[src/rtl/fetch_stage_if.sv]
// -----------------------------------------------------------------------------
// fetch_stage_if
//
// Instruction-memory request/response bus between the fetch stage and the
// instruction memory.
//
//   req    fetch -> mem   request valid
//   addr   fetch -> mem   word address, stable while req=1 and ack=0
//   ack    mem -> fetch   response valid, same cycle as req or later
//   rdata  mem -> fetch   instruction word, valid while ack=1
//
// Modports:
//   master  used by the fetch stage (drives req/addr)
//   slave   used by the memory (drives ack/rdata)
//
// The instruction width comes from the ISIZE macro (32 unless the build
// defines it).
// -----------------------------------------------------------------------------
`ifndef ISIZE
`define ISIZE 32
`endif

interface fetch_stage_if #(
    parameter int ASIZE = 32
) ();
    logic               req;
    logic [ASIZE-1:0]   addr;
    logic               ack;
    logic [`ISIZE-1:0]  rdata;

    modport master (
        output req,
        output addr,
        input  ack,
        input  rdata
    );

    modport slave (
        input  req,
        input  addr,
        output ack,
        output rdata
    );
endinterface

[src/rtl/fetch_stage.sv]
// -----------------------------------------------------------------------------
// fetch_stage
//
// Instruction fetch stage of the three-stage pipeline. It keeps the program
// counter, issues one word request at a time to instruction memory, parks one
// instruction in a hold buffer when the pipeline stalls, and handles branch
// redirects, including discarding a response that is still in flight.
// All outputs are registered and feed the IF/ID register directly.
//
// Parameters:
//   ASIZE     instruction address width
//   RESET_PC  first fetch address after reset
//
// Ports:
//   clk          pipeline clock, rising edge
//   rst          asynchronous, active-low reset
//   stall        downstream hazard stall; inst/inst_valid/pc_out hold while high
//   redirect     branch taken / flush; restart fetch at redirect_pc
//   redirect_pc  redirect target address
//   imem         instruction memory bus (fetch_stage_if.master)
//   inst         fetched instruction, 0 (bubble) when inst_valid=0
//   inst_valid   inst holds a real instruction
//   pc_out       address of inst
//   misalign     (FETCH_MISALIGN_CHK_EN only) sticky flag, set by any
//                redirect whose target has nonzero bits [1:0]
//
// Build option:
//   FETCH_MISALIGN_CHK_EN  when defined, redirect targets are forced to word
//                          alignment and the misalign port is present.
//
// States:
//   IDLE   after reset; issues the first request on the next edge
//   WAIT   request outstanding; each ack delivers one instruction
//   HOLD   an instruction arrived during a stall and sits in the hold buffer
//   DRAIN  a redirect arrived while a request was in flight; the stale
//          response is awaited and dropped, then fetch restarts at the target
// -----------------------------------------------------------------------------
`ifndef ISIZE
`define ISIZE 32
`endif

module fetch_stage #(
    parameter int               ASIZE    = 32,
    parameter logic [ASIZE-1:0] RESET_PC = '0
) (
    input  logic                clk,
    input  logic                rst,
    input  logic                stall,
    input  logic                redirect,
    input  logic [ASIZE-1:0]    redirect_pc,
    fetch_stage_if.master       imem,
    output logic [`ISIZE-1:0]   inst,
    output logic                inst_valid,
    output logic [ASIZE-1:0]    pc_out
`ifdef FETCH_MISALIGN_CHK_EN
    ,
    output logic                misalign
`endif
);

    localparam logic [1:0] IDLE  = 2'd0;
    localparam logic [1:0] WAIT  = 2'd1;
    localparam logic [1:0] HOLD  = 2'd2;
    localparam logic [1:0] DRAIN = 2'd3;

    localparam logic [ASIZE-1:0] WORD_STEP = ASIZE'(4);

    // Registered state
    logic [1:0]         state;
    logic               req_q;
    logic [ASIZE-1:0]   addr_q;
    logic [`ISIZE-1:0]  inst_q;
    logic               valid_q;
    logic [ASIZE-1:0]   pc_q;
    logic [`ISIZE-1:0]  hold_inst;
    logic [ASIZE-1:0]   hold_pc;
    logic [ASIZE-1:0]   drain_pc;
    logic               misalign_q;

    // Next-state values
    logic [1:0]         state_d;
    logic               req_d;
    logic [ASIZE-1:0]   addr_d;
    logic [`ISIZE-1:0]  inst_d;
    logic               valid_d;
    logic [ASIZE-1:0]   pc_d;
    logic [`ISIZE-1:0]  hold_inst_d;
    logic [ASIZE-1:0]   hold_pc_d;
    logic [ASIZE-1:0]   drain_pc_d;
    logic               misalign_d;

    logic [ASIZE-1:0]   target;

    // Redirect target as actually used for fetching.
    always_comb begin
        target = redirect_pc;
`ifdef FETCH_MISALIGN_CHK_EN
        target[1:0] = 2'b00;
`endif
    end

    always_comb begin
        // NOTE: every signal gets a default before the case statement so no
        // path leaves it unassigned; a missing default here infers a latch.
        state_d     = state;
        req_d       = req_q;
        addr_d      = addr_q;
        inst_d      = inst_q;
        valid_d     = valid_q;
        pc_d        = pc_q;
        hold_inst_d = hold_inst;
        hold_pc_d   = hold_pc;
        drain_pc_d  = drain_pc;
        misalign_d  = misalign_q;

`ifdef FETCH_MISALIGN_CHK_EN
        if (redirect && (redirect_pc[1:0] != 2'b00)) begin
            misalign_d = 1'b1;
        end
`endif

        // Without a stall the output register shows a bubble unless a new
        // instruction lands this cycle (assigned further down). A redirect
        // always flushes the output, even while stalled.
        if (!stall || redirect) begin
            inst_d  = '0;
            valid_d = 1'b0;
        end

        case (state)
            IDLE: begin
                req_d   = 1'b1;
                state_d = WAIT;
                if (redirect) begin
                    addr_d = target;
                end
            end

            WAIT: begin
                if (redirect) begin
                    if (imem.ack) begin
                        // Response arrives with the redirect: drop it and
                        // issue the target request straight away.
                        addr_d = target;
                    end else begin
                        // The memory still owes us the old word; addr/req
                        // must stay put until it shows up.
                        drain_pc_d = target;
                        state_d    = DRAIN;
                    end
                end else if (imem.ack) begin
                    if (!stall) begin
                        inst_d  = imem.rdata;
                        valid_d = 1'b1;
                        pc_d    = addr_q;
                        addr_d  = addr_q + WORD_STEP;
                    end else begin
                        // Pipeline cannot take it: park it and stop fetching.
                        hold_inst_d = imem.rdata;
                        hold_pc_d   = addr_q;
                        req_d       = 1'b0;
                        state_d     = HOLD;
                    end
                end
            end

            HOLD: begin
                if (redirect) begin
                    addr_d  = target;
                    req_d   = 1'b1;
                    state_d = WAIT;
                end else if (!stall) begin
                    inst_d  = hold_inst;
                    valid_d = 1'b1;
                    pc_d    = hold_pc;
                    addr_d  = hold_pc + WORD_STEP;
                    req_d   = 1'b1;
                    state_d = WAIT;
                end
            end

            DRAIN: begin
                if (redirect) begin
                    if (imem.ack) begin
                        addr_d  = target;
                        state_d = WAIT;
                    end else begin
                        drain_pc_d = target;
                    end
                end else if (imem.ack) begin
                    addr_d  = drain_pc;
                    state_d = WAIT;
                end
            end

            default: begin
                state_d = IDLE;
                req_d   = 1'b0;
            end
        endcase
    end

    always_ff @(posedge clk or negedge rst) begin
        if (!rst) begin
            state      <= IDLE;
            req_q      <= 1'b0;
            addr_q     <= RESET_PC;
            inst_q     <= '0;
            valid_q    <= 1'b0;
            pc_q       <= RESET_PC;
            hold_inst  <= '0;
            hold_pc    <= '0;
            drain_pc   <= RESET_PC;
            misalign_q <= 1'b0;
        end else begin
            // NOTE: non-blocking assignments so every register samples the
            // values from before this edge, independent of statement order.
            state      <= state_d;
            req_q      <= req_d;
            addr_q     <= addr_d;
            inst_q     <= inst_d;
            valid_q    <= valid_d;
            pc_q       <= pc_d;
            hold_inst  <= hold_inst_d;
            hold_pc    <= hold_pc_d;
            drain_pc   <= drain_pc_d;
            misalign_q <= misalign_d;
        end
    end

    assign imem.req   = req_q;
    assign imem.addr  = addr_q;
    assign inst       = inst_q;
    assign inst_valid = valid_q;
    assign pc_out     = pc_q;

`ifdef FETCH_MISALIGN_CHK_EN
    assign misalign = misalign_q;
`else
    // The sticky flag only exists with the alignment check built in.
    logic unused_misalign;
    assign unused_misalign = misalign_q ^ misalign_d;
`endif

endmodule

[src/flat_wrapper.sv]
// flat-port wrapper written by rule: the top's interface ports become plain ports
module fetch_stage_flat 
#(
    parameter int               ASIZE    = 32,
    parameter logic [ASIZE-1:0] RESET_PC = '0
)
  (clk, rst, stall, redirect, redirect_pc, inst, inst_valid, pc_out, imem_req, imem_addr, imem_ack, imem_rdata);
  fetch_stage_if #(.ASIZE(ASIZE)) imem_i ();
  input  logic clk;
  input  logic rst;
  input  logic stall;
  input  logic redirect;
  input  logic [ASIZE-1:0] redirect_pc;
  output logic [`ISIZE-1:0] inst;
  output logic inst_valid;
  output logic [ASIZE-1:0] pc_out;
  output wire logic [$bits(imem_i.req)-1:0] imem_req;
  output wire logic [$bits(imem_i.addr)-1:0] imem_addr;
  input wire logic [$bits(imem_i.ack)-1:0] imem_ack;
  input wire logic [$bits(imem_i.rdata)-1:0] imem_rdata;
  assign imem_req = imem_i.req;
  assign imem_addr = imem_i.addr;
  assign imem_i.ack = imem_ack;
  assign imem_i.rdata = imem_rdata;
  fetch_stage #(.ASIZE(ASIZE), .RESET_PC(RESET_PC)) u_core (.clk(clk), .rst(rst), .stall(stall), .redirect(redirect), .redirect_pc(redirect_pc), .imem(imem_i), .inst(inst), .inst_valid(inst_valid), .pc_out(pc_out));
endmodule
[config.mk]
export PLATFORM = sky130hd
export DESIGN_NAME = fetch_stage_flat
export DESIGN_NICKNAME = d
export VERILOG_FILES = /design/src/rtl/fetch_stage_if.sv /design/src/rtl/fetch_stage.sv /design/src/flat_wrapper.sv
export SDC_FILE = /design/constraint.sdc
export NUM_CORES = 1
export LEC_CHECK = 0
export ABC_AREA = 1
export CAP_MARGIN = 5
export CORE_MARGIN = 2
export CORE_UTILIZATION = 55
export CTS_CLUSTER_DIAMETER = 200
export DETAILED_ROUTE_END_ITERATION = 10
export GPL_TIMING_DRIVEN = 1
export PLACE_DENSITY = 0.81
export SETUP_SLACK_MARGIN = 0.5
export SKIP_LAST_GASP = 1
export SYNTH_ARGS = -nofsm -noshare
export SYNTH_HDL_FRONTEND = slang
export SYNTH_SLANG_ARGS = --single-unit
[constraint.sdc]
create_clock -name clk -period 2.31 [get_ports clk]
set_input_delay 0.3465 -clock clk [delete_from_list [all_inputs] [get_ports clk]]
set_output_delay 0.3465 -clock clk [all_outputs]
set_load 0.1 [all_outputs]
# Word level (Yosys, flattened, before mapping)
# Index checks and enable logic that the tools add are counted.
# Widths: inputs -> output; s select.
totals:
  reg_bits: 196
  input_bits: 69
  output_inout_bits: 98
  word_cells: 85
op_classes:
  add_sub_neg: 2
  n_eq_ne: 17
  muxes: 43
  n_bitwise: 2
  n_reduce_logical: 12
op_table:
  columns: ["op", "count"]
  rows:
  - ["$mux 32", 20]
  - ["$pmux 32 s2", 2]
  - ["$pmux 32 s4", 1]
  - ["$add 32x3->32 const B", 2]
  - ["$ne 3x3->1 const B", 6]
  - ["$ne 2x2->1 const B", 8]
  - ["$reduce_and 5->1", 3]
  - ["$mux 2", 7]
  - ["$mux 1", 10]
  - ["$pmux 2 s4", 1]
  - ["$reduce_and 6->1", 1]
  - ["$eq 2x2->1 const B", 2]
  - ["$reduce_and 4->1", 1]
  - ["$pmux 1 s3", 1]
  - ["$reduce_and 3->1", 1]
  - ["$reduce_bool 3->1", 1]
  - ["$eq 2x1->1 const B", 1]
  - ["$logic_not 2->1", 1]
  - ["$not 1->1", 2]
  - ["$pmux 1 s2", 1]
  - ["$reduce_bool 2->1", 1]
  - ["$reduce_or 2->1", 1]
  - ["$logic_not 1->1", 1]
  - ["$logic_or 1x1->1", 1]

# Depth between registers and ports, before layout
# Gate-level depths: netlist (run 1).
logic_depth:
  depth_word: 7
  ltp_mapped: 15

# Worst setup path before layout (run 1)
# No wires, ideal clock.
synth_timing:
  path_type: "register to register"
  startpoint: "reg u_core.addr_q[3], in the netlist u_core.imem.addr[3]"
  endpoint: "reg u_core.addr_q[28], in the netlist u_core.imem.addr[28]"
  setup_ps: 120
  arrival_ps: 2269
  required_time_ps: 2190
  setup_slack_ps: -80
  stages_incl_launch_ff: 15
  path_buffers: 0
  synth_period_minus_slack_ps: 2390
  cell_sequence: "dfrtp_1 ha_1 nand3_1 inv_1 nand2_1 nor2_1 nand2_1 nand2_1 nand2_1 nand2_1 nand2_1 nand2_1 nand2_1 nand2_1 nand2_1"
synth_via:
  elab_chain_len: 5
synth_lines:
  columns: ["element", "line", "rtl"]
  rows:
  - ["start, declared", "fetch_stage.sv:71", "logic [ASIZE-1:0] addr_q;"]
  - ["start signal, assigned", "fetch_stage.sv:220", "addr_q <= addr_d;"]
  - ["$add 32x3->32", "fetch_stage.sv:156", "addr_d = addr_q + WORD_STEP;"]
  - ["$mux 32", "fetch_stage.sv:152", "if (!stall) begin"]
  - ["$mux 32", "fetch_stage.sv:151", "end else if (imem.ack) begin"]
  - ["$mux 32", "fetch_stage.sv:140", "if (redirect) begin"]
  - ["$pmux 32 s4", "fetch_stage.sv:130", "case (state)"]
# Every way passes these cells. The select of a mux whose other input is x is not followed.
# A chain may end at the register's enable or synchronous reset.

# Worst setup path after layout (run 1)
layout_timing:
  startpoint: "reg u_core.state[0]"
  endpoint: "reg u_core.addr_q[20], in the netlist u_core.imem.addr[20]"
layout_via:
  elab_chain_len: 3
  elab_cells_between_ends: 11
  cone_classes: "eq/ne: 8; mux: 1; reduce/logical: 2"
layout_lines:
  columns: ["element", "line", "rtl"]
  rows:
  - ["start, declared", "fetch_stage.sv:69", "logic [1:0] state;"]
  - ["start signal, assigned", "fetch_stage.sv:218", "state <= state_d;"]
  - ["$eq 2x2->1, or another cell as far along", "fetch_stage.sv:130", null]
  - ["$ne 3x3->1 (no source line) / $ne 2x2->1 (equally long branches)", null, null]
  - ["$reduce_and 5->1 (no source line)", null, null]
# Parallel ways exist; a longest one is shown, timed or not.

==> results of run 1 <==
## state kept, by name, indices dropped and copies added (netlist names)
register           cells
u_core.inst_valid      1
u_core.pc_out         32
u_core.imem.addr      32
u_core.hold_pc        32
u_core.drain_pc       32
u_core.inst           32
u_core.hold_inst      32
u_core.imem.req        1
u_core.state           2
## worst paths after layout
path                       slack [ns]              endpoint
setup / recovery                 0.35  u_core.imem.addr[20]
hold / removal                   0.35     u_core.pc_out[10]
setup reg to reg                 0.35  u_core.imem.addr[20]
hold reg to reg                  0.49     u_core.hold_pc[0]
max in group asynchronous        1.23  u_core.imem.addr[26]
min in group clk                 0.46   u_core.hold_inst[4]
## cell usage after synthesis (2+ instances only)
cell type	instances	area share [%]
nand2_1	540	18
ha_1	7	0.77
nand3_1	113	5.0
nor3_1	5	0.22
nor2_2	4	0.22
a22oi_1	9	0.59
a22o_1	2	0.15
o2111ai_1	2	0.15
dfrtp_1	196	43
o21bai_1	4	0.26
xor2_1	5	0.39
nor2_1	137	4.5
o21ai_1	14	0.62
buf_1	4	0.13
nand4_1	9	0.50
buf_4	5	0.33
o21ai_0	216	9.5
a21oi_1	69	3.0
o211ai_1	4	0.26
a221oi_1	2	0.15
buf_2	26	1.1
clkbuf_1	48	1.6
a31oi_1	33	1.8
inv_1	192	6.3
inv_2	5	0.17
## power by group
| group | total (uW) | internal (uW) | leakage, uW | switching, uW |
|---|---|---|---|---|
| registers | 6570 | 4950 | 0.00243 | 1630 |
| logic | 13700 | 3970 | 0.00434 | 9780 |
| clock network | 3140 | 1490 | 0.000301 | 1650 |
## timing repair
action | CTS | global route
setup endpoints to repair | 196 | 157
gates resized for setup | 76 | 139
hold buffers | 1 | 0
setup buffers | 18 | 9
hold endpoints to repair | 27 | 0
pin swaps | 6 | 9
gates cloned | 2 | 8
## routing by layer
metal,global-route usage [%],vias up,part of all wire (%)
li1,-,5771,-
met5,0,-,0
met1,48.74,5691,39
met4,15.29,0,4.1
met2,56.84,723,46
met3,6.358,118,10
## final cells by class
cell class                      count  area, um^2  area share [%]
Clock buffer                       17       425.4           2.813
Clock inverter                     15       195.2           1.291
Inverter                          197       757.0           5.006
Multi-Input combinational cell   1189        5793           38.31
Sequential cell                   196        4959           32.79
Tap cell                          270       337.8           2.234
Timing Repair Buffer              270        2655           17.56
## critical path, cell delays in order (launching register included)
cell and delay, ns:
dfrtp_1 0.43, buf_4 0.17, ha_4 0.18, inv_4 0.07, nand2_2 0.08, nand2_2 0.14
inv_2 0.07, nand2_4 0.14, inv_4 0.07, nand2_1 0.06, nand3_1 0.09, a21oi_2 0.14
nand3_1 0.09, nand2_1 0.06, o21ai_1 0.05
## through the flow
stage,instances,instance area (um^2),util (%)
finish,2154,15120,74.73
global route,2154,15120,74.73
CTS,2137,14560,71.94
detailed placement,2084,13460,66.50
global placement,2084,13460,66.50
floorplan,1665,11440,-
## cell families (layout without fill, tap and decap cells)
kind of cell / after synthesis / in the layout
adder cells (fa/ha/maj): 7 / 7
XOR/XNOR: 6 / 6
AO/OA/AOI/OAI: 358 / 358
AND/OR/NAND/NOR: 817 / 817
multiplexers: 1 / 1
buffers and inverters: 280 / 499
flip-flops: 196 / 196
## placed cells by master, fill, tap and decap left out, types with 5 or more instances in the layout
master / count
a21oi_1: 63
a21oi_2: 6
a22oi_1: 8
a31oi_1: 33
buf_12: 13
buf_4: 155
buf_6: 19
clkbuf_16: 23
clkdlybuf4s50_1: 66
clkinv_8: 6
dfrtp_1: 165
dfrtp_2: 25
dfrtp_4: 6
inv_1: 179
inv_2: 12
nand2_1: 529
nand2_2: 7
nand3_1: 96
nand3_2: 16
nand4_1: 9
nor2_1: 120
nor2_2: 10
nor2_4: 12
nor3_1: 5
o21ai_0: 156
o21ai_1: 59
o21ai_2: 14
xor2_1: 5
==> results.md, run 1 <==
Status:
- The run finished with clean final reports.

Timing:
- The worst pin sits at a relative slew slack of 69.34%.
- The post-route fraction of the period consumed by the critical path is 84.69%.
- The final number of hold-violating endpoints was 0.
- The final count of pins violating max slew came to 0.
- Subtracting the final worst setup slack from the clock period gives roughly 2 ns.
- The clock arrives with approximately 0.014 ns of skew.
- Setup violations remaining at the end of the flow were counted as 0.
- For the pin with the worst max-slew slack, the measured transition is 0.4583 ns.
- Static timing analysis puts the maximum clock frequency at 0.5112 GHz.
- The sum of negative setup slack is 0 ns.
- On the final layout, the worst hold slack is 0.3509 ns.
- Setup repair after global routing could not meet its margin everywhere.
- Once routing completed, OpenROAD measured the worst setup slack at 0.3537 ns.

Place:
- The final HPWL from detailed placement is 27.17 mm.
- In this run the tool buffered the top-level ports with around 170 buffer cells.
- The worst slack at placement is a little over 0.08 ns.
- The final RePlAce weighted congestion is 0.9627.

Yosys:
- Synthesis instantiated 39 different standard cells from the library.
- In the synthesized netlist, mux cells make up 0.09910% of the area.
- The part of the Yosys area used for sequential elements is 43.16%.
- For this run, asynchronously set or reset flops after synthesis account for 100.0%.
- After synthesis the netlist holds a flip-flop and latch count of 196.
- The mean instance size in the synthesized netlist is around 7 um^2.
- The simple logic cell fraction of the synthesized area is 28.97%.
- The xor-xnor portion of the synthesized cell area is less than 1%.
- The dominant combinational cell family by area after synthesis is simple AND/OR/NAND/NOR gates.
- The number of nets in the synthesized netlist is 1741.
- Yosys mapped a number of flops with a built-in enable equal to 0.
- Summing the areas of all fa, ha and maj instances in the mapped netlist gives less than 1% of the synthesized area.
- The gate count of the mapped netlist is 1665.
- The total of warnings raised by yosys is 0.
- The predominant post-synthesis flop cell is dfrtp_1.
- The synthesized area is 11360 um^2.
- The fraction of the mapped netlist area in compound gates is ~17%.

Setup path:
- The worst register-to-register path has a depth of 14.
- The kind of end point of the critical path is a flop.
- Data arrives at the worst endpoint at 2.29 ns.
- STA puts the critical path data required time at 2.65 ns.
- In this run the worst path has a maximum fanout of 7.
- The worst setup path is of the reg -> reg kind.
- In this run the critical register-to-register path is launched from u_core.state[0].
- Tracing the worst setup path back leads to its startpoint at u_core.state[0].
- The launching element type of the critical path is a flop.

Route:
- The count of routing violations after the opening detailed-route iteration is approximately 1400.
- The total wirelength of the detailed-routed design is 41.51 mm.
- The first-pass detailed-route iteration total is 6.
- The count of vias placed by the detailed router is about 12000.
- In this run the remaining antenna-violating nets after routing total 0.
- In the routed design, unresolved DRC markers number 0.
- Dividing the detail-routed wire length by the instance count gives 19.27 um.
- Using the TritonRoute via totals, the vias-per-cell ratio works out to 5.712.

Floorplanning:
- The die covers 21830 um^2.
- The effective utilization at floorplan is 56.16%.
- The total I/O pin count is about 170.
- The die is 147.7 um wide.
- The core area is 20230 um^2.
- In this run the vertical extent of the chip is 147.7 um.
- The floorplan has 52 rows.

Worst hold path:
- The tightest min-delay check is of the in -> async type.

Clock network:
- The later pin in the worst-skew pair is clocked with a latency of 0.46 ns.
- The clock transition at the register clock pins on the worst setup and hold paths after CTS is 0.08 ns.
- TritonCTS built the clock tree.
- The H-tree was split into 4 levels.
- The clock tree root buffer cell is clkbuf_16.
- The number of buffers added by the clock tree synthesis step is 17.
- The clock passes through at most 2 buffers.
- The CTS sink count is about 200.

Layout:
- Fill cells in the final layout number 1607.
- At the end of the flow, the number of nets in the layout was between 1500 and 2000.
- The number of antenna diodes in the final layout is 0.
- The layout overhead on the synthesized area is 33.08%.
- The proportion of layout cells with a drive suffix above 1 is 19.75%.

Global routing:
- The pin count of the biggest net entering global routing is 99.
- The number of global-route vias before repair is ~11000.
- The residual overflow from global routing is 0.
- The global-route wire length before repair is 61.09 mm.
- The all-layer global routing usage is 35.84%.
- The number of antenna violations at the first check in global routing is 0.

Power:
- Summed over all cells, the static leakage comes to 0.007069 uW.
- The overall power is approximately 23000 uW.
- The total power divided by cell area is around 1600 nW/um^2.
- The maximum vdd drop is around 800 uV.

Flow run:
- The number of max-capacitance violations reported is 0.
(Power assumes the default switching activity.)
==> run 2, diff against run 1 <==
clock period = 1.9 ns   (was 2.31 ns; I/O delays follow)
==> run 2 against run 1 <==
  * The run now fails in global routing
  * Synthesized cell count unchanged
  * Synthesized area unchanged
==> results.md, run 2 <==
Clock network:
- The H-tree depth was 4 (unchanged).
- The CTS sink count is 196 (unchanged).
- The maximum buffer depth of the clock tree is 2 (unchanged).
- The clock tree root buffer cell is clkbuf_16 (unchanged).
- The number of buffers added by the clock tree synthesis step was 17 (unchanged).

Global routing:
- The pin count of the biggest net entering global routing is 50.
- The all-layer global routing usage is 71.56%.
- The residual overflow from global routing is 6.

Yosys:
- The count of flip-flops with a built-in enable after synthesis is 0 (unchanged).
- The top cell type's share of synthesized area was 43.16% (unchanged).
- The fraction of registers with async set/reset came to 100.0% (unchanged).
- The predominant post-synthesis flop cell is dfrtp_1 (unchanged).
- The net count of the mapped netlist came to 1741 (unchanged).
- Cell types occupying the most area after synthesis: dfrtp_1 43%, nand2_1 18%, o21ai_0 9.5% (unchanged).
- The number of library cell types mapped by synthesis is 39 (unchanged).
- Cell types with the highest counts after synthesis: 540 x nand2_1, 216 x o21ai_0, 196 x dfrtp_1 (unchanged).
- The most common cell in the netlist is nand2_1 (unchanged).
- The total of warnings raised by yosys is 0 (unchanged).
- The register bit count reported by yosys was 196 (unchanged).
- The synthesized area came to 11360 um^2 (unchanged).
- The gate count of the mapped netlist is 1665 (unchanged).
- The part of the Yosys area used for sequential elements is 43.16% (unchanged).
- The cell taking the most area after synthesis is dfrtp_1 (unchanged).
- The mean instance size in the synthesized netlist is 6.825 um^2 (unchanged).

Timing:
- The worst endpoint after global-route timing repair is u_core.pc_out[24]$_DFFE_PN0P_/D.
- After the last repair the worst path ends at a sequential cell input.

Status:
- Result of the run: did not finish (was completed).
- The tool reported: "[ERROR GRT-0232] Routing congestion too high. Check the congestion heatmap in the GUI".
- Progress stopped at global routing.

Place:
- The final RePlAce weighted congestion came to 0.9967 (was 0.9627).
- The final HPWL from detailed placement came to 26.71 mm (was 27.17 mm).
- The worst slack at placement was -0.1575 ns (was 0.08201 ns).
- The count of port buffers added during placement is 166 (unchanged).

Floorplanning:
- The floorplan die width was 147.7 um (unchanged).
- The effective utilization at floorplan is 56.16% (unchanged).
- The number of placement rows is 52 (unchanged).
- The total I/O pin count came to 167 (unchanged).
- The y dimension of the die is 147.7 um (unchanged).
-- run 2: timing repair --
| action | CTS |
|---|---|
| buffers inserted | 28 |
| pin swaps | 15 |
| endpoints found under the hold margin | 41 |
| cloned | 9 |
| endpoints found under the setup margin | 253 |
| resized for setup | 87 |
| hold buffers | 1 |
-- run 2: kinds of logic after synthesis --
kind of cell | Yosys count | synth area share, %
simple gates | 817 | 28.97
compound gates | 358 | 16.84
buf+inv | 280 | 9.700
flops | 196 | 43.16
fa+ha+maj | 7 | 0.7707
xor+xnor | 6 | 0.4624
mux | 1 | 0.09909
-- run 2: per-stage QoR --
step	hold slack, ns	utilization, %	cell area, um^2	std cells
after CTS	0.3720	77.20	15620	2183
after detailed placement	0.2722	70.76	14320	2113
after global placement	0.2755	70.76	14320	2113
after floorplan	-0.01059	-	11820	1665
-- run 2: routing by layer --
| layer | track usage [%] | GRT overflow |
|---|---|---|
| met5 | 13.64 | 0 |
| met3 | 54.51 | 0 |
| met4 | 70.58 | 4 |
| met2 | 89.98 | 2 |
| met1 | 72.30 | 0 |
==> run 3, diff against run 2 <==
CORE_UTILIZATION = 40   (was 55)
CTS_CLUSTER_DIAMETER = unset   (was 200)
PLACE_DENSITY = unset   (was 0.81)
PLACE_DENSITY_LB_ADDON = 0.15   (was unset)
SETUP_SLACK_MARGIN = unset   (was 0.5)
==> run 3 against run 2 <==
  * The run now ends clean
==> results.md, run 3 (synthesized netlist as in run 1, its figures left out) <==
Layout:
- The count of non-filler cells in the finished layout is 2330.
- The most frequent standard cell in the layout excluding fill and tap cells is nand2_1.
- The diode insertion count for antenna repair is 0.
- The proportion of layout cells with a drive suffix above 1 is 20.80%.
- The sequential cell area in the final layout is 4951 um^2.
- The multi-input gate area in the final layout is 5595 um^2.
- After filler insertion, the fill cell instance count of the layout stands at 2707.
- The layout overhead on the synthesized area is 37.69%.
- The post-layout net count is 2015.
- The library cells used most frequently in the layout, excluding fill and tap cells, are 530 x nand2_1, 218 x buf_4, 203 x o21ai_0.

Floorplanning:
- After floorplanning, the core was sized to cover between 20000 and 30000 um^2.
- The y dimension of the die is 172.6 um (was 147.7 um).
- The effective utilization at floorplan was 40.79% (was 56.16%).
- The die covers 29770 um^2.
- The number of placement rows is 61 (was 52).
- The total I/O pin count is 167 (unchanged).
- The floorplan die width is 172.6 um (was 147.7 um).

Route:
- The number of design rule violations left after detail routing is 0.
- For this block, the routed nets add up to 40.32 mm of wire.
- The first-pass detailed-route iteration total is 6.
- The count of routing violations after the opening detailed-route iteration is 1086.
- Dividing the detail-routed wire length by the instance count gives roughly 17 um.
- The routed layout has 12140 vias.
- The detail route stage leaves a number of antenna-violating nets equal to 0.
- The average via count per standard cell is 5.209.

Place:
- The number of placed instances, taps included is 2293 (was 2113).
- The final RePlAce weighted congestion was 0.9593 (was 0.9967).
- The worst slack at placement came to -0.2153 ns (was -0.1575 ns).
- The count of port buffers added during placement is 166 (unchanged).
- The final HPWL from detailed placement is 30.11 mm (was 26.71 mm).

Timing:
- The final count of pins violating max slew was 0.
- The final number of hold-violating endpoints is 0.
- Counting I/O delays and the setup requirement, the final critical path takes 1.835 ns.
- The worst max-slew margin expressed relative to the limit is 65.84%.
- The worst path setup slack after routing is 0.06496 ns.
- Setup repair after global routing could not meet its margin everywhere.
- Setup violations remaining at the end of the flow were counted as 0.
- On the final layout, the worst hold slack is between 0.3 and 0.4 ns.
- In the finished design, the share of the clock period the worst path needs comes to 96.58%.
- The maximum operating frequency is roughly 0.54 GHz.
- The final clock skew is 0.01823 ns.
- The measured slew at the worst slew-check pin is 0.5125 ns.
- Setup total negative slack on the finished layout was measured at 0 ns.

Global routing:
- Summed over all layers, the global routing overflow is 0.
- The number of global-route vias before repair is 11780.
- The pin count of the biggest net entering global routing is 57.
- The number of antenna violations at the first check in global routing is 0.
- The first global-routing pass estimated around 65 mm of wire.
- The all-layer global routing usage is around 27%.

Setup path:
- Data arrives at the worst endpoint at around 2.2 ns.
- The class of the most critical setup path is reg -> reg.
- Along the worst path, the maximum fanout reaches 23.
- The data required time of the critical path is about 2.3 ns.
- For this run, the slowest stage of the critical path takes 0.46 ns.
- The signal on the critical path passes through inv_2 -> ha_4 -> buf_4 -> o21ai_1 -> nor3_4 -> buf_12 -> buf_12 -> nor2_1 -> a31oi_1.
- STA classifies the critical path endpoint as a flop.
- The launching element type of the critical path is a flop.
- Counting stages on the worst path, the most repeated cell is buf_12.
- The cell type group with the largest total delay on the critical path is buffers and inverters.
- The number of buffers and inverters on the critical path is 4.
- The cell with the biggest individual delay on the critical path is dfrtp_2.

Clock network:
- The number of buffers added by the clock tree synthesis step is 17 (unchanged).
- The clock tree root buffer cell was clkbuf_16 (unchanged).
- The clock tree from TritonCTS is done.
- The maximum buffer depth of the clock tree is 2 (unchanged).
- Clock latency on the worst-skew pair, taken at its later pin, is between 0.4 and 0.5 ns.
- The H-tree depth is 4 (unchanged).
- The clock transition at the register clock pins on the worst setup and hold paths after CTS is 0.09 ns.
- The CTS sink count is 196 (unchanged).

Worst hold path:
- The tightest min-delay check is of the in -> async type.

Flow run:
- The tool flagged a number of max-cap violations equal to 0.

Power:
- The net load switching power is 15670 uW.
- The part of the total power dissipated in the clock network is around 13%.
- The leakage power is 0.007406 uW.
- IR analysis of the VDD net gives a maximum drop of 896.2 uV.
- Internal power comes to 13420 uW.
- Power spread over the standard cell area amounts to 1860 nW/um^2.
- The switching fraction of total power is 53.86%.
- The sequential fraction of design power is 26.2%.
- The combinational fraction of design power is 60.4%.

Status:
- Result of the run: completed (was did not finish).
[run 3: what timing repair did]
action,4_1_cts,5_1_grt
resized for setup,12,82
endpoints found under the setup margin,85,118
gates cloned,0,0
endpoints found under the hold margin,41,0
pin swaps,1,10
hold buffers,1,0
setup buffers,1,3
[run 3: cell type report]
type                    count  share of cell area, %
repair buffers            338                  20.81
clock buffers              17                  2.719
inverters                 197                  4.726
multi-input cells        1189                  35.76
flip-flops and latches    196                  31.64
well taps                 378                  3.023
clock inverters            15                  1.319
[run 3: layer usage]
layer / vias to the layer above / wire [um] / share of wire (%) / global-route usage (%)
met2: 462 / 18750 / 47 / 43.96
met3: 66 / 2738 / 6.8 / 3.694
met4: 0 / 872 / 2.2 / 8.796
met5: - / 0 / 0 / 0
met1: 5717 / 17960 / 45 / 37.59
li1: 5891 / - / - / -
[run 3: through the flow]
| step | power [uW] | instance area (um^2) | utilization (%) |
|---|---|---|---|
| after floorplan | 18390 | 11400 | - |
| after global placement | 24530 | 14700 | 52.78 |
| after detailed placement | 24720 | 14700 | 52.78 |
| after CTS | 28710 | 15380 | 55.23 |
| after global routing | 30830 | 15650 | 56.16 |
| final | 29100 | 15650 | 56.16 |
[run 3: power by group through the flow]
| stage | clock [uW] | combinational [uW] | sequential [uW] |
|---|---|---|---|
| 5_1_grt | 4120 | 18900 | 7850 |
| 6_report | 3900 | 17600 | 7610 |
| 3_3_place_gp | 0 | 17000 | 7560 |
| 4_1_cts | 3960 | 17200 | 7530 |
| 2_1_floorplan | 0 | 5630 | 12800 |
| 3_5_place_dp | 0 | 17100 | 7600 |
[run 3: worst paths after layout]
kind                                     start                    to  slack [ns]  cells past startpoint
max                            u_core.state[1]     u_core.pc_out[30]        0.06                      9
min                                        rst     u_core.hold_pc[8]        0.39                      2
max reg2reg                    u_core.state[1]     u_core.pc_out[30]        0.06                      9
min reg2reg                u_core.drain_pc[16]   u_core.drain_pc[16]        0.49                      2
max in group asynchronous                  rst       u_core.state[1]        0.81                      3
min in group clk                imem_rdata[16]  u_core.hold_inst[16]        0.40                      3
==> run 4, diff against run 3 <==
CORE_UTILIZATION = 35   (was 40)
==> run 4 against run 3 <==
  * Non-clock buffer count up 21
  * Count of clock-buffer cells in the layout stayed put
  * Die area is 14% higher
  * Final cell count rose by 3.4%
  * Largest power group unchanged
  * Clock skew fell by 0.00098 ns
  * Critical endpoint is now u_core.imem.addr[20]
  * Critical path depth increased by 2
  * The flow now finishes with violations (negative setup slack)
  * Clock power shrank 5%
==> results.md, run 4 (synthesized netlist as in run 1, its figures left out) <==
Status:
- Result of the run: finished, violations left (was completed).
- The final reports fail on negative setup slack.

Timing:
- The final number of hold-violating endpoints is 0 (unchanged).
- The worst max-slew margin expressed relative to the limit is 69.70% (was 65.84%).
- The final count of pins violating max slew is 0 (unchanged).
- The worst path setup slack after routing came to -0.1051 ns (was 0.06496 ns).
- The final clock skew is 0.01725 ns (was 0.01823 ns).
- The number of failing setup endpoints in the final timing report is 10 (was 0).
- Unrepaired setup endpoints after global routing: true (unchanged).
- The maximum operating frequency is 0.4987 GHz (was 0.5449 GHz).
- The measured slew at the worst slew-check pin came to 0.4545 ns (was 0.5125 ns).
- The post-route fraction of the period consumed by the critical path is 105.5% (was 96.58%).
- The minimum clock period was 2.005 ns (was 1.835 ns).

Floorplanning:
- The y dimension of the die is 184.2 um (was 172.6 um).
- The floorplan die width is 184.2 um (was 172.6 um).
- The number of placement rows is 65 (was 61).
- The total I/O pin count is 167 (unchanged).
- The floorplan die area was 33920 um^2 (was 29770 um^2).
- The core area came to 31800 um^2 (was 27860 um^2).
- The effective utilization at floorplan is 35.73% (was 40.79%).

Setup path:
- The class of the most critical setup path is reg -> reg (unchanged).
- The data arrival at the endpoint of the critical path came to 2.39 ns (was 2.21 ns).
- The start point of the critical path is u_core.state[0] (was u_core.state[1]).
- The launch instance of the worst register-to-register path is u_core.state[0] (was u_core.state[1]).
- The slack of the worst reg-to-reg path was -0.11 ns (was 0.06 ns).
- The data required time of the critical path was 2.28 ns (was 2.27 ns).
- The launching element type of the critical path is a flop (unchanged).
- The maximum fanout count along the critical path is 5 (was 23).
- The kind of end point of the critical path is a flop (unchanged).

Power:
- The total power divided by cell area is 1829 nW/um^2 (was 1860 nW/um^2).
- The leakage power was 0.007597 uW (was 0.007406 uW).
- The part of the total power dissipated in the clock network is 12.5% (was 13.4%).
- The sequential fraction of design power is 25.5% (was 26.2%).
- The switching fraction of total power came to 53.19% (was 53.86%).
- The internal power contribution is 13950 uW (was 13420 uW).
- The combinational fraction of design power is 62.0% (was 60.4%).
- The net load switching power is 15850 uW (was 15670 uW).
- The maximum vdd drop is 992.7 uV (was 896.2 uV).

Flow run:
- The number of max-capacitance violations reported is 0 (unchanged).

Layout:
- The layout overhead on the synthesized area was 43.44% (was 37.69%).
- The diode insertion count for antenna repair is 0 (unchanged).
- The proportion of layout cells with a drive suffix above 1 is 23.71% (was 20.80%).
- The design area is 16300 um^2 (was 15650 um^2).
- The post-layout net count is 2037 (was 2015).
- The count of non-filler cells in the finished layout came to 2409 (was 2330).
- Commonest cells after routing, fill and taps aside: 526 x nand2_1, 216 x buf_4, 181 x inv_1 (was 530 x nand2_1, 218 x buf_4, 203 x o21ai_0).
- The most frequent standard cell in the layout excluding fill and tap cells is nand2_1 (unchanged).

Clock network:
- The clock tree root buffer cell is clkbuf_16 (unchanged).
- The H-tree depth is 4 (unchanged).
- The CTS sink count came to 196 (unchanged).
- The number of buffers added by the clock tree synthesis step came to 17 (unchanged).
- The clock latency reported for the late side of the worst-skew pair is 0.46 ns (about the same).
- The maximum buffer depth of the clock tree is 2 (unchanged).
- The clock tree from TritonCTS is done (unchanged).
- The clock transition at the register clock pins on the worst setup and hold paths after CTS came to 0.09 ns (about the same).

Place:
- The final HPWL from detailed placement came to 30.35 mm (was 30.11 mm).
- The count of port buffers added during placement is 166 (unchanged).
- The number of placed instances, taps included is 2353 (was 2293).
- The post-detailed-placement cell area is 14850 um^2 (was 14700 um^2).
- The final RePlAce weighted congestion is 0.9598 (was 0.9593).

Route:
- The count of routing violations after the opening detailed-route iteration is 1061 (was 1086).
- The count of vias placed by the detailed router is 12220 (was 12140).
- The total wirelength of the detailed-routed design is 43.29 mm (was 40.32 mm).
- The number of design rule violations left after detail routing is 0 (unchanged).
- The average via count per standard cell is 5.071 (was 5.209).
- The first-pass detailed-route iteration total is 6 (unchanged).
- The number of antenna-violating nets in the routed design is 0 (unchanged).
- The average routed wire per standard cell is 17.97 um (was 17.31 um).

Global routing:
- The residual overflow from global routing is 0 (unchanged).
- The number of global-route vias before repair is 11460 (was 11780).
- The number of antenna violations at the first check in global routing is 1 (was 0).
- The pin count of the biggest net entering global routing was 65 (was 57).
- The global-route wire length before repair came to 64.16 mm (was 64.51 mm).
- The all-layer global routing usage is 24.69% (was 27.11%).

Worst hold path:
- The worst min-delay path category is in -> async (unchanged).
-- run 4: cell count changes in the layout (fill, tap and decap cells not counted), moves of 6 or more --
cell	change
o21ai_1	+11
o21ai_2	+16
o21ai_0	-28
clkbuf_16	+9
clkinvlp_4	+6
buf_6	+7
-- run 4: final timing paths --
kind | endpoint | cells after the start
max reg2reg | u_core.imem.addr[20] | 11
max | u_core.imem.addr[20] | 11
min in group clk | u_core.hold_inst[24] | 3
min | u_core.pc_out[10] | 2
min reg2reg | u_core.hold_inst[8] | 2
max in group asynchronous | u_core.hold_inst[17] | 3
-- run 4: worst max-delay path: stages (launching register included) --
cell and delay [ns]:
dfrtp_2 0.44, inv_2 0.08, ha_4 0.18, clkinvlp_4 0.13
nor2_4 0.16, clkinvlp_4 0.26, buf_4 0.22, nor2_1 0.09
nand2_1 0.12, nand3_1 0.11, nand2_1 0.05, o21ai_1 0.06
-- run 4: cell type report --
cell class	instances	area, um^2
fill	3148	15500
multi-input combinational	1189	5778
sequential	196	4951
timing repair buffer	359	3690
inverter	197	760.7
tap	435	544.3
clock buffer	17	425.4
clock inverter	15	143.9
timing repair inverter	1	6.256
-- run 4: power by group through the flow --
| stage | Combinational, uW | Sequential, uW | Clock [uW] |
|---|---|---|---|
| floorplan | 5630 | 12800 | 0 |
| global placement | 17100 | 7580 | 0 |
| detailed placement | 17200 | 7610 | 0 |
| CTS | 17300 | 7550 | 3790 |
| global route | 19800 | 7830 | 3950 |
| finish | 18500 | 7600 | 3720 |
-- run 4: through the flow --
step           utilization [%]  hold slack [ns]  total power, uW  worst slack (ns)  setup TNS, ns
2_1_floorplan                -         -0.01059            18390          -0.01607       -0.02468
4_1_cts                  48.63           0.2920            28680          -0.02686        -0.1842
6_report                 51.26           0.3008            29800           -0.1051        -0.2603
3_5_place_dp             46.69           0.2040            24860           -0.2003         -10.78
5_1_grt                  51.26           0.3090            31560           -0.1304         -4.153
3_3_place_gp             46.69           0.2045            24690           -0.1403         -5.260
-- run 4: layer usage --
metal,vias up,GRT usage (%),share of wire (%)
li1,5941,-,-
met1,5740,32.95,43
met2,449,39.56,47
met3,85,4.446,6.4
met4,2,10.21,3.2
met5,-,0,0.037
-- run 4: repair_timing --
action	CTS	global route
pin swaps	1	21
hold endpoints to repair	20	0
gates cloned	0	11
endpoints found under the setup margin	90	128
gates resized for setup	14	175
hold buffers	1	0
setup buffers	0	12
